==> config.mk <==
export PLATFORM = sky130hd
export DESIGN_NAME = param_up_dn_counter_flat
export DESIGN_NICKNAME = d
export VERILOG_FILES = /design/src/rtl/param_up_dn_counter_if.sv /design/src/rtl/param_up_dn_counter.sv /design/src/flat_wrapper.sv
export SDC_FILE = /design/constraint.sdc
export NUM_CORES = 1
export LEC_CHECK = 0
export BUFFER_PORTS_ARGS = -buffer_cell sky130_fd_sc_hd__buf_4
export CAP_MARGIN = 15
export CORE_MARGIN = 4
export CORE_UTILIZATION = 40
export CTS_CLUSTER_SIZE = 28
export DETAILED_ROUTE_END_ITERATION = 7
export PLACE_DENSITY = 0.76
export SLEW_MARGIN = 20
export SYNTH_ARGS = -nofsm -noshare
export SYNTH_HDL_FRONTEND = slang
export SYNTH_SLANG_ARGS = --single-unit
==> constraint.sdc <==
create_clock -name CLK -period 2.9 [get_ports CLK]
set_clock_uncertainty 0.1 [all_clocks]
set_input_delay 0.145 -clock CLK [delete_from_list [all_inputs] [get_ports CLK]]
set_output_delay 0.145 -clock CLK [all_outputs]
set_load 0.05 [all_outputs]
==> src/rtl/param_up_dn_counter_if.sv <==
// Control and status bundle for param_up_dn_counter.
// The master side drives the count requests and observes the registered
// count and event flags. The slave side is the counter itself.
interface param_up_dn_counter_if #(
    parameter int unsigned WIDTH  = 5,
    parameter int unsigned STEP_W = 3
);
    logic              Clear;
    logic              Load;
    logic [WIDTH-1:0]  IN;
    logic              En;
    logic              Up;
    logic              Down;
    logic [STEP_W-1:0] Step;
    logic              Wrap_Mode;

    logic [WIDTH-1:0]  Counter;
    logic              High;
    logic              Low;
    logic              Wrapped;
    logic              Sat;

    modport master (
        output Clear, Load, IN, En, Up, Down, Step, Wrap_Mode,
        input  Counter, High, Low, Wrapped, Sat
    );

    modport slave (
        input  Clear, Load, IN, En, Up, Down, Step, Wrap_Mode,
        output Counter, High, Low, Wrapped, Sat
    );
endinterface

==> src/rtl/param_up_dn_counter.sv <==
// Bounded up/down counter with configurable width, bounds, step size and a
// run-time choice between saturating and wrapping at the bounds.
// Every output is registered; High/Low are derived from the next-state value
// so they always line up with Counter. Wrapped and Sat are one-cycle pulses
// describing the update that just happened.
module param_up_dn_counter #(
    parameter int unsigned WIDTH   = 5,
    parameter int unsigned MIN_VAL = 0,
    parameter int unsigned MAX_VAL = 31,
    parameter int unsigned RST_VAL = 0,
    parameter int unsigned STEP_W  = 3
) (
    input  logic                   CLK,
    input  logic                   RST,
    param_up_dn_counter_if.slave   bus
);
    // One extra bit everywhere so that Counter+S and Counter+RANGE never alias.
    localparam int unsigned XW = WIDTH + 1;
    // Wide enough for both the step input and the range, so the step clamp
    // compares full values even when STEP_W exceeds the counter width.
    localparam int unsigned CW = (STEP_W > XW) ? STEP_W : XW;

    localparam logic [WIDTH:0] MIN_X   = XW'(MIN_VAL);
    localparam logic [WIDTH:0] MAX_X   = XW'(MAX_VAL);
    localparam logic [WIDTH:0] RST_X   = XW'(RST_VAL);
    localparam logic [WIDTH:0] ONE_X   = XW'(1);
    localparam logic [WIDTH:0] RANGE_X = MAX_X - MIN_X + ONE_X;

    logic [WIDTH:0]  cnt_x;
    logic [WIDTH:0]  in_x;
    logic [CW-1:0]   step_x;
    logic [WIDTH:0]  s_eff;
    logic [WIDTH:0]  sum_x;
    logic            up_over;
    logic            dn_under;
    logic [WIDTH:0]  nxt_x;
    logic            wrap_nxt;
    logic            sat_nxt;

    // Effective step and the bound-crossing tests for both directions.
    always_comb begin
        cnt_x    = {1'b0, bus.Counter};
        in_x     = {1'b0, bus.IN};
        step_x   = CW'(bus.Step);
        s_eff    = (step_x > CW'(RANGE_X)) ? RANGE_X : XW'(bus.Step);
        sum_x    = cnt_x + s_eff;
        up_over  = (sum_x > MAX_X);
        // Compare against MIN+S instead of subtracting, so no borrow is needed.
        dn_under = (cnt_x < (MIN_X + s_eff));
    end

    // Next-state selection in priority order: clear, load, down, up, hold.
    always_comb begin
        nxt_x    = cnt_x;
        wrap_nxt = 1'b0;
        sat_nxt  = 1'b0;

        if (bus.Clear) begin
            nxt_x = RST_X;
        end else if (bus.Load) begin
            // Out-of-range loads are clamped silently; Sat is reserved for counting.
            if (in_x < MIN_X) begin
                nxt_x = MIN_X;
            end else if (in_x > MAX_X) begin
                nxt_x = MAX_X;
            end else begin
                nxt_x = in_x;
            end
        end else if (bus.En && (bus.Down || bus.Up) && (s_eff != '0)) begin
            if (bus.Down) begin
                if (dn_under) begin
                    if (bus.Wrap_Mode) begin
                        nxt_x    = cnt_x + RANGE_X - s_eff;
                        wrap_nxt = 1'b1;
                    end else begin
                        nxt_x   = MIN_X;
                        sat_nxt = 1'b1;
                    end
                end else begin
                    nxt_x = cnt_x - s_eff;
                end
            end else begin
                if (up_over) begin
                    if (bus.Wrap_Mode) begin
                        nxt_x    = sum_x - RANGE_X;
                        wrap_nxt = 1'b1;
                    end else begin
                        nxt_x   = MAX_X;
                        sat_nxt = 1'b1;
                    end
                end else begin
                    nxt_x = sum_x;
                end
            end
        end
    end

    // Count register with bound flags and event pulses, all updated together.
    always_ff @(posedge CLK or posedge RST) begin
        if (RST) begin
            bus.Counter <= RST_X[WIDTH-1:0];
            bus.High    <= (RST_X == MAX_X);
            bus.Low     <= (RST_X == MIN_X);
            bus.Wrapped <= 1'b0;
            bus.Sat     <= 1'b0;
        end else begin
            bus.Counter <= nxt_x[WIDTH-1:0];
            bus.High    <= (nxt_x == MAX_X);
            bus.Low     <= (nxt_x == MIN_X);
            bus.Wrapped <= wrap_nxt;
            bus.Sat     <= sat_nxt;
        end
    end
endmodule

==> src/flat_wrapper.sv <==
// flat-port wrapper written by rule: the top's interface ports become plain ports
module param_up_dn_counter_flat 
#(
    parameter int unsigned WIDTH   = 5,
    parameter int unsigned MIN_VAL = 0,
    parameter int unsigned MAX_VAL = 31,
    parameter int unsigned RST_VAL = 0,
    parameter int unsigned STEP_W  = 3
)
  (CLK, RST, bus_Clear, bus_Load, bus_IN, bus_En, bus_Up, bus_Down, bus_Step, bus_Wrap_Mode, bus_Counter, bus_High, bus_Low, bus_Wrapped, bus_Sat);
  param_up_dn_counter_if #(.WIDTH(WIDTH), .STEP_W(STEP_W)) bus_i ();
  input  logic CLK;
  input  logic RST;
  input wire logic [$bits(bus_i.Clear)-1:0] bus_Clear;
  input wire logic [$bits(bus_i.Load)-1:0] bus_Load;
  input wire logic [$bits(bus_i.IN)-1:0] bus_IN;
  input wire logic [$bits(bus_i.En)-1:0] bus_En;
  input wire logic [$bits(bus_i.Up)-1:0] bus_Up;
  input wire logic [$bits(bus_i.Down)-1:0] bus_Down;
  input wire logic [$bits(bus_i.Step)-1:0] bus_Step;
  input wire logic [$bits(bus_i.Wrap_Mode)-1:0] bus_Wrap_Mode;
  output wire logic [$bits(bus_i.Counter)-1:0] bus_Counter;
  output wire logic [$bits(bus_i.High)-1:0] bus_High;
  output wire logic [$bits(bus_i.Low)-1:0] bus_Low;
  output wire logic [$bits(bus_i.Wrapped)-1:0] bus_Wrapped;
  output wire logic [$bits(bus_i.Sat)-1:0] bus_Sat;
  assign bus_i.Clear = bus_Clear;
  assign bus_i.Load = bus_Load;
  assign bus_i.IN = bus_IN;
  assign bus_i.En = bus_En;
  assign bus_i.Up = bus_Up;
  assign bus_i.Down = bus_Down;
  assign bus_i.Step = bus_Step;
  assign bus_i.Wrap_Mode = bus_Wrap_Mode;
  assign bus_Counter = bus_i.Counter;
  assign bus_High = bus_i.High;
  assign bus_Low = bus_i.Low;
  assign bus_Wrapped = bus_i.Wrapped;
  assign bus_Sat = bus_i.Sat;
  param_up_dn_counter #(.WIDTH(WIDTH), .MIN_VAL(MIN_VAL), .MAX_VAL(MAX_VAL), .RST_VAL(RST_VAL), .STEP_W(STEP_W)) u_core (.CLK(CLK), .RST(RST), .bus(bus_i));
endmodule
==> results_dict.tcl, run 1 <==
set metrics [dict create \
    status "completed" \
    die_area_sq_um 3060 \
    area_delta_synth_final_pct 25.4 \
    synth_most_common_cell "inv_1" \
    seq_area_frac_synth_pct 25.2 \
    ys_ff_latch 9 \
    worst_ep_arrival_time_ps 2510 \
    grt_max_degree 12 \
    drive_gt1_share_pct 27.3 \
    postRouteAntennaNets 0 \
    peakVddDrop_v 0.000262 \
    drt-total-wl_mm 2.21 \
    setup_viol 0 \
    worst_hold_path_type "input pin to flip-flop" \
    end_kind "flip-flop" \
    yosys_warnings 0 \
    whs_endpoint "u_core.bus.Counter[2]" \
    cts_root_buffer "clkbuf_4" \
    grt-ovfl-total 0 \
    syn-num-nets 127 \
    hold_viol_final 0 \
    wl_per_cell_microns 14.3 \
    grt_usage_pct 16.0 \
    first_global_vias 846 \
    r2r_cells 10 \
    holdWs_ps 83.4 \
    vias 865 \
    start_kind "flip-flop" \
    syn_area_sq_um 897 \
    grt_pass1_wl_mm 3.97 \
    r2r-start "u_core.bus.Counter[0]" \
    ctsHoldBuffers 2 \
    rrSetupSlack_ps 460 \
    first_pass_iters 4 \
    core_sq_um 2040 \
    finalSetupTns_ps 0 \
    ff_latch_area_sq_um 226 \
    io_pins 25 \
    synth_area_per_cell_sq_um 8.71 \
    worstMarginPinSlew_ps 592 \
    antenna_cells 0 \
    std_cell_rows 16 \
    clock_path_buffers 2 \
    cpLargestDelayFamily "simple AND/OR/NAND/NOR gates" \
    whs_path_depth 2 \
    drt_iter0_drc 32 \
    critPathRequiredTime_ps 2970 \
    fin_cells 155 \
    routed_via_density 5.58 \
    crit_buf_inv 2 \
    synthTopCellsByCount "10 x inv_1, 8 x dfrtp_1, 8 x nand2_1, 7 x nor2_1" \
    ctsResizeCount 0 \
    p_total_w 0.000425 \
    hold_start "bus_Clear" \
    synth-edff-count 0 \
    synth.distinct_cells 40 \
    crit_type "flip-flop to flip-flop" \
    fin_crit_sh_pct 84.3 \
    syn-instance-count 103 \
    fmax_ghz 0.409 \
    die_x_microns 55.4 \
    path_max_fanout 4 \
    nets 153 \
    dp.cells 149 \
    hpwl_mm 1.84 \
    cpPeakStageDelay_ps 510 \
    synthFlopType "dfrtp_1" \
    period_needed_ps 2440 \
    layout_setup_ws_ps 455 \
    clock_sinks 9 \
    htreeDepth 1 \
    clk_latency_ps 260 \
    slowest_stage "nor4b_1" \
    yosysTopAreaCell "dfrtp_1" \
    cts_setup_buffers 0 \
    tritoncts "yes" \
    port_buffers 24 \
    numCtsBuffers 3 \
    synth_top_cell_area_share_pct 22.3 \
    antenna_found_initial 0 \
    gp_congestion 0.873 \
    worstReg2RegEnd "u_core.bus.High" \
    fp.dieH_microns 55.4 \
    drv_cap 0 \
    timing.slew.headroom_pct 60.0 \
    drc 0 \
    yosys-top-cells-area "dfrtp_1 22%, ha_1 8.4%, o2bb2ai_2 5.0%" \
    async_flop_share_pct 100 \
    slew_viol_final 0 \
    multi_input_area_sq_um 601 \
    rsz0062_at_grt "no" \
    power.leakage_nw 0.514 \
    dp_slack_ps 473 \
    clkTransAtPathRegs_ps 60 \
    power_density_nw_per_um2 378 \
    start_util_pct 43.9 \
    crit_chain "inv_1 -> ha_1 -> inv_1 -> fa_1 -> nand2_1 -> nand4_1 -> nor4b_1 -> o2bb2ai_2 -> nand4_1 -> nor3_1" \
    fill_cells 193 \
]
[state kept, by name, summed over array words and instances, names as in the netlist]
name,cells
u_core.bus.High,1
u_core.bus.Low,1
u_core.bus.Counter,5
u_core.bus.Wrapped,1
u_core.bus.Sat,1
[stage by stage]
| step | area (sq um) | util, % |
|---|---|---|
| final | 1120 | 55.1 |
| after global routing | 1120 | 55.1 |
| after CTS | 1120 | 55.1 |
| after detailed placement | 1080 | 52.8 |
| after global placement | 1080 | 52.8 |
| after floorplan | 897 | - |
[worst max-delay path by stage]
stage | start | end | cells past startpoint
2_1_floorplan | u_core.bus.Counter[0] | u_core.bus.Low | 10
3_3_place_gp | u_core.bus.Counter[0] | u_core.bus.Low | 10
5_1_grt | u_core.bus.Counter[0] | u_core.bus.High | 10
3_5_place_dp | u_core.bus.Counter[0] | u_core.bus.High | 10
4_1_cts | u_core.bus.Counter[0] | u_core.bus.High | 10
6_report | u_core.bus.Counter[0] | u_core.bus.High | 10
[worst register-to-register path, delay by kind of cell, from the launching register on]
kind | cells | cell delay, ps
AND/OR/NAND/NOR | 5 | 1050
adder cells (fa/ha/maj) | 2 | 450
flip-flops | 1 | 400
AO/OA/AOI/OAI | 1 | 210
buffers and inverters | 2 | 150
[kinds of logic (layout without fill, tap and decap cells)]
kind of cell | Yosys count | count (layout) | share of synthesized area [%]
buffers and inverters | 15 | 40 | 7.81
AND/OR/NAND/NOR | 38 | 38 | 22.6
adder cells (fa/ha/maj) | 8 | 8 | 12.8
XOR/XNOR | 2 | 2 | 1.95
flip-flops | 9 | 9 | 25.2
multiplexers | 1 | 1 | 1.12
AO/OA/AOI/OAI | 30 | 30 | 28.5
[where the power goes]
| part | switching [W] | leakage [nW] | internal (W) |
|---|---|---|---|
| Clock | 0.0000396 | 0.0150 | 0.0000527 |
| Sequential | 0.0000125 | 0.118 | 0.000136 |
| Combinational | 0.000111 | 0.381 | 0.0000731 |
| Total | 0.000163 | 0.514 | 0.000262 |
[final cells by class]
| class | count | share of cell area, % |
|---|---|---|
| Multi-Input combinational cell | 79 | 53.4 |
| Sequential cell | 9 | 20.1 |
| Timing Repair Buffer | 26 | 17.8 |
| Inverter | 10 | 3.34 |
| Tap cell | 27 | 3.00 |
| Clock buffer | 4 | 2.34 |
[layout by cell type, fill, tap and decap left out, types with 2 or more instances in the layout]
cell type / n
nand3_1: 3
dlygate4sd3_1: 2
dfrtp_1: 8
and2_1: 3
buf_4: 24
nor4b_1: 2
or3_1: 3
ha_1: 6
clkbuf_4: 3
nand4_1: 2
a31oi_1: 5
nor3_1: 4
o2bb2ai_2: 3
a21oi_1: 6
a21o_1: 2
fa_1: 2
inv_1: 10
nor2_1: 7
nand2_1: 8
nor2b_1: 3
o21ai_0: 3
[per-layer routing]
metal / part of all wire, % / vias to the layer above / track usage (%)
met5: 0 / - / 0
met4: 0.95 / 0 / 5.21
met3: 5.7 / 2 / 3.73
met2: 48 / 30 / 27.0
met1: 45 / 404 / 19.9
li1: - / 429 / -
Note: power is estimated with default switching activity, not from simulation.
==> inputs of run 2 (changes only) <==
--- a/config.mk
+++ b/config.mk
@@ -11,7 +11,7 @@
 export CORE_UTILIZATION = 40
 export CTS_CLUSTER_SIZE = 28
 export DETAILED_ROUTE_END_ITERATION = 7
-export PLACE_DENSITY = 0.76
+export PLACE_DENSITY = 0.78
 export SLEW_MARGIN = 20
 export SYNTH_ARGS = -nofsm -noshare
 export SYNTH_HDL_FRONTEND = slang
==> constraint.sdc (replaced) <==
create_clock -name CLK -period 2.1 [get_ports CLK]
set_clock_uncertainty 0.1 [all_clocks]
set_input_delay 0.105 -clock CLK [delete_from_list [all_inputs] [get_ports CLK]]
set_output_delay 0.105 -clock CLK [all_outputs]
set_load 0.05 [all_outputs]
==> results_dict.tcl, run 2 (synthesis gave the netlist of run 1 again) <==
set metrics [dict create \
    first_global_vias 953 \
    peakVddDrop_v 0.000343 \
    cts_root_buffer "clkbuf_4" \
    largest_register_ffs 5 \
    die_area_sq_um 3060 \
    wl_per_cell_microns 16.9 \
    area_delta_synth_final_pct 47.1 \
    grt_max_degree 12 \
    dp.cells 159 \
    fin_crit_sh_pct 109 \
    drt_iter0_drc 37 \
    hpwl_mm 2.10 \
    met3_wirelength_microns 220 \
    io_pins 25 \
    top_register "u_core.bus.Counter" \
    clock_sinks 9 \
    postRouteAntennaNets 0 \
    start_kind "flip-flop" \
    vias 989 \
    layout_commonest_cell "buf_4" \
    rsz0062_at_grt "yes" \
    grt_pass1_wl_mm 4.55 \
    nets 168 \
    grt_usage_pct 18.1 \
    worstMarginPinSlew_ps 574 \
    drive_gt1_share_pct 46.2 \
    setup_viol 4 \
    utilization_pct 64.6 \
    hold_viol_final 0 \
    drc 0 \
    clk_latency_ps 270 \
    first_pass_iters 4 \
    antenna_cells 0 \
    start_util_pct 43.9 \
    drv_cap 0 \
    gp_congestion 0.876 \
    clock_path_buffers 2 \
    die_x_microns 55.4 \
    numCtsBuffers 3 \
    worst_hold_path_type "input pin to flip-flop" \
    most-common-layout-cells "39 x buf_4, 8 x inv_1, 7 x nor2_1, 7 x nand2_1, 6 x a21oi_1" \
    grt-ovfl-total 0 \
    wl_met1_mm 1.17 \
    slew_viol_final 0 \
    timing.slew.headroom_pct 61.6 \
    port_buffers 24 \
    layout_setup_ws_ps -188 \
    power.leakage_nw 0.586 \
    p_total_w 0.000681 \
    routed.top_layer "met4" \
    slowest_stage "dfrtp_2" \
    violations "setup timing" \
    crit_type "flip-flop to flip-flop" \
    fin_cells 170 \
    routed-wl-met2_mm 1.47 \
    tritoncts "yes" \
    drt-total-wl_mm 2.88 \
    core_sq_um 2040 \
    cpPeakStageDelay_ps 430 \
    power_density_nw_per_um2 516 \
    fp.dieH_microns 55.4 \
    crit_chain "inv_2 -> ha_4 -> inv_2 -> fa_2 -> xnor2_1 -> a21o_1 -> a2111oi_4 -> o2bb2ai_2 -> nand4_1 -> nor3_2" \
    path_max_fanout 4 \
    std_cell_rows 16 \
    end_kind "flip-flop" \
    clkTransAtPathRegs_ps 80 \
    period_needed_ps 2290 \
    routed_via_density 5.82 \
    htreeDepth 1 \
    worst_ep_arrival_time_ps 2380 \
    fmax_ghz 0.437 \
    critPathRequiredTime_ps 2190 \
    cpMostUsedCell "inv_2" \
    status "complete, but fails checks" \
    antenna_found_initial 0 \
]
run 2: cell types whose count changed in the layout (fill, tap and decap cells not counted), moves of 2 or more:
cell,change
buf_4,+15
dfrtp_1,-3
dfrtp_2,+3
ha_1,-3
ha_4,+3
inv_1,-2
inv_2,+2
nor2b_1,-2
nor2b_2,+2
run 2: path summary, 6_finish.rpt:
check,start,end,slack [ps],cells after the start
setup / recovery,u_core.bus.Counter[0],u_core.bus.High,-190,10
hold / removal,bus_Clear,u_core.bus.Counter[1],40,2
setup reg to reg,u_core.bus.Counter[0],u_core.bus.High,-190,10
hold reg to reg,u_core.bus.Counter[1],u_core.bus.Counter[1],760,2
max in group asynchronous,RST,u_core.bus.Low,1330,3
min in group asynchronous,RST,u_core.bus.Wrapped,250,3
run 2: critical path: cells and delay by family (launching register included):
| kind | cells | cell delay [ps] |
|---|---|---|
| and+or+nand+nor | 2 | 260 |
| buffers and inverters | 2 | 110 |
| DFF | 1 | 430 |
| adders and majority gates | 2 | 510 |
| AOI/OAI and AO/OA | 3 | 650 |
| xor gates and xnor gates | 1 | 150 |
run 2: layer usage:
metal  vias to the layer above  track usage (%)
met5                         -                0
li1                        456                -
met4                         0             3.47
met3                         4             4.20
met2                        49             31.8
met1                       480             22.6
run 2: area by class of cell:
cell class / count / area, sq um
multi-input cells: 79 / 679
well taps: 27 / 33.8
repair buffers: 41 / 313
flip-flops and latches: 9 / 230
fillers: 176 / 722
inverters: 10 / 37.5
clock buffers: 4 / 26.3
run 2: per-stage QoR:
stage / area (sq um) / worst slack (ps) / TNS [ps] / hold slack (ps)
floorplan: 916 / -165 / -310 / -168
global placement: 1170 / -126 / -264 / -13.1
detailed placement: 1170 / -202 / -457 / -12.0
CTS: 1260 / -159 / -292 / 40.4
global route: 1320 / -292 / -977 / 64.9
finish: 1320 / -188 / -518 / 44.3
run 2: power breakdown:
group	switching, W	total, W	internal, W
Sequential	0.0000167	0.000205	0.000188
Clock	0.0000672	0.000140	0.0000732
Combinational	0.000186	0.000336	0.000150
run 2: timing repair:
action                                  CTS  global route
gates resized for setup                   5             7
hold buffers                              2             0
hold endpoints to repair                 10             0
buffers inserted                          2             3
pin swaps                                 5             4
endpoints found under the setup margin    3             5
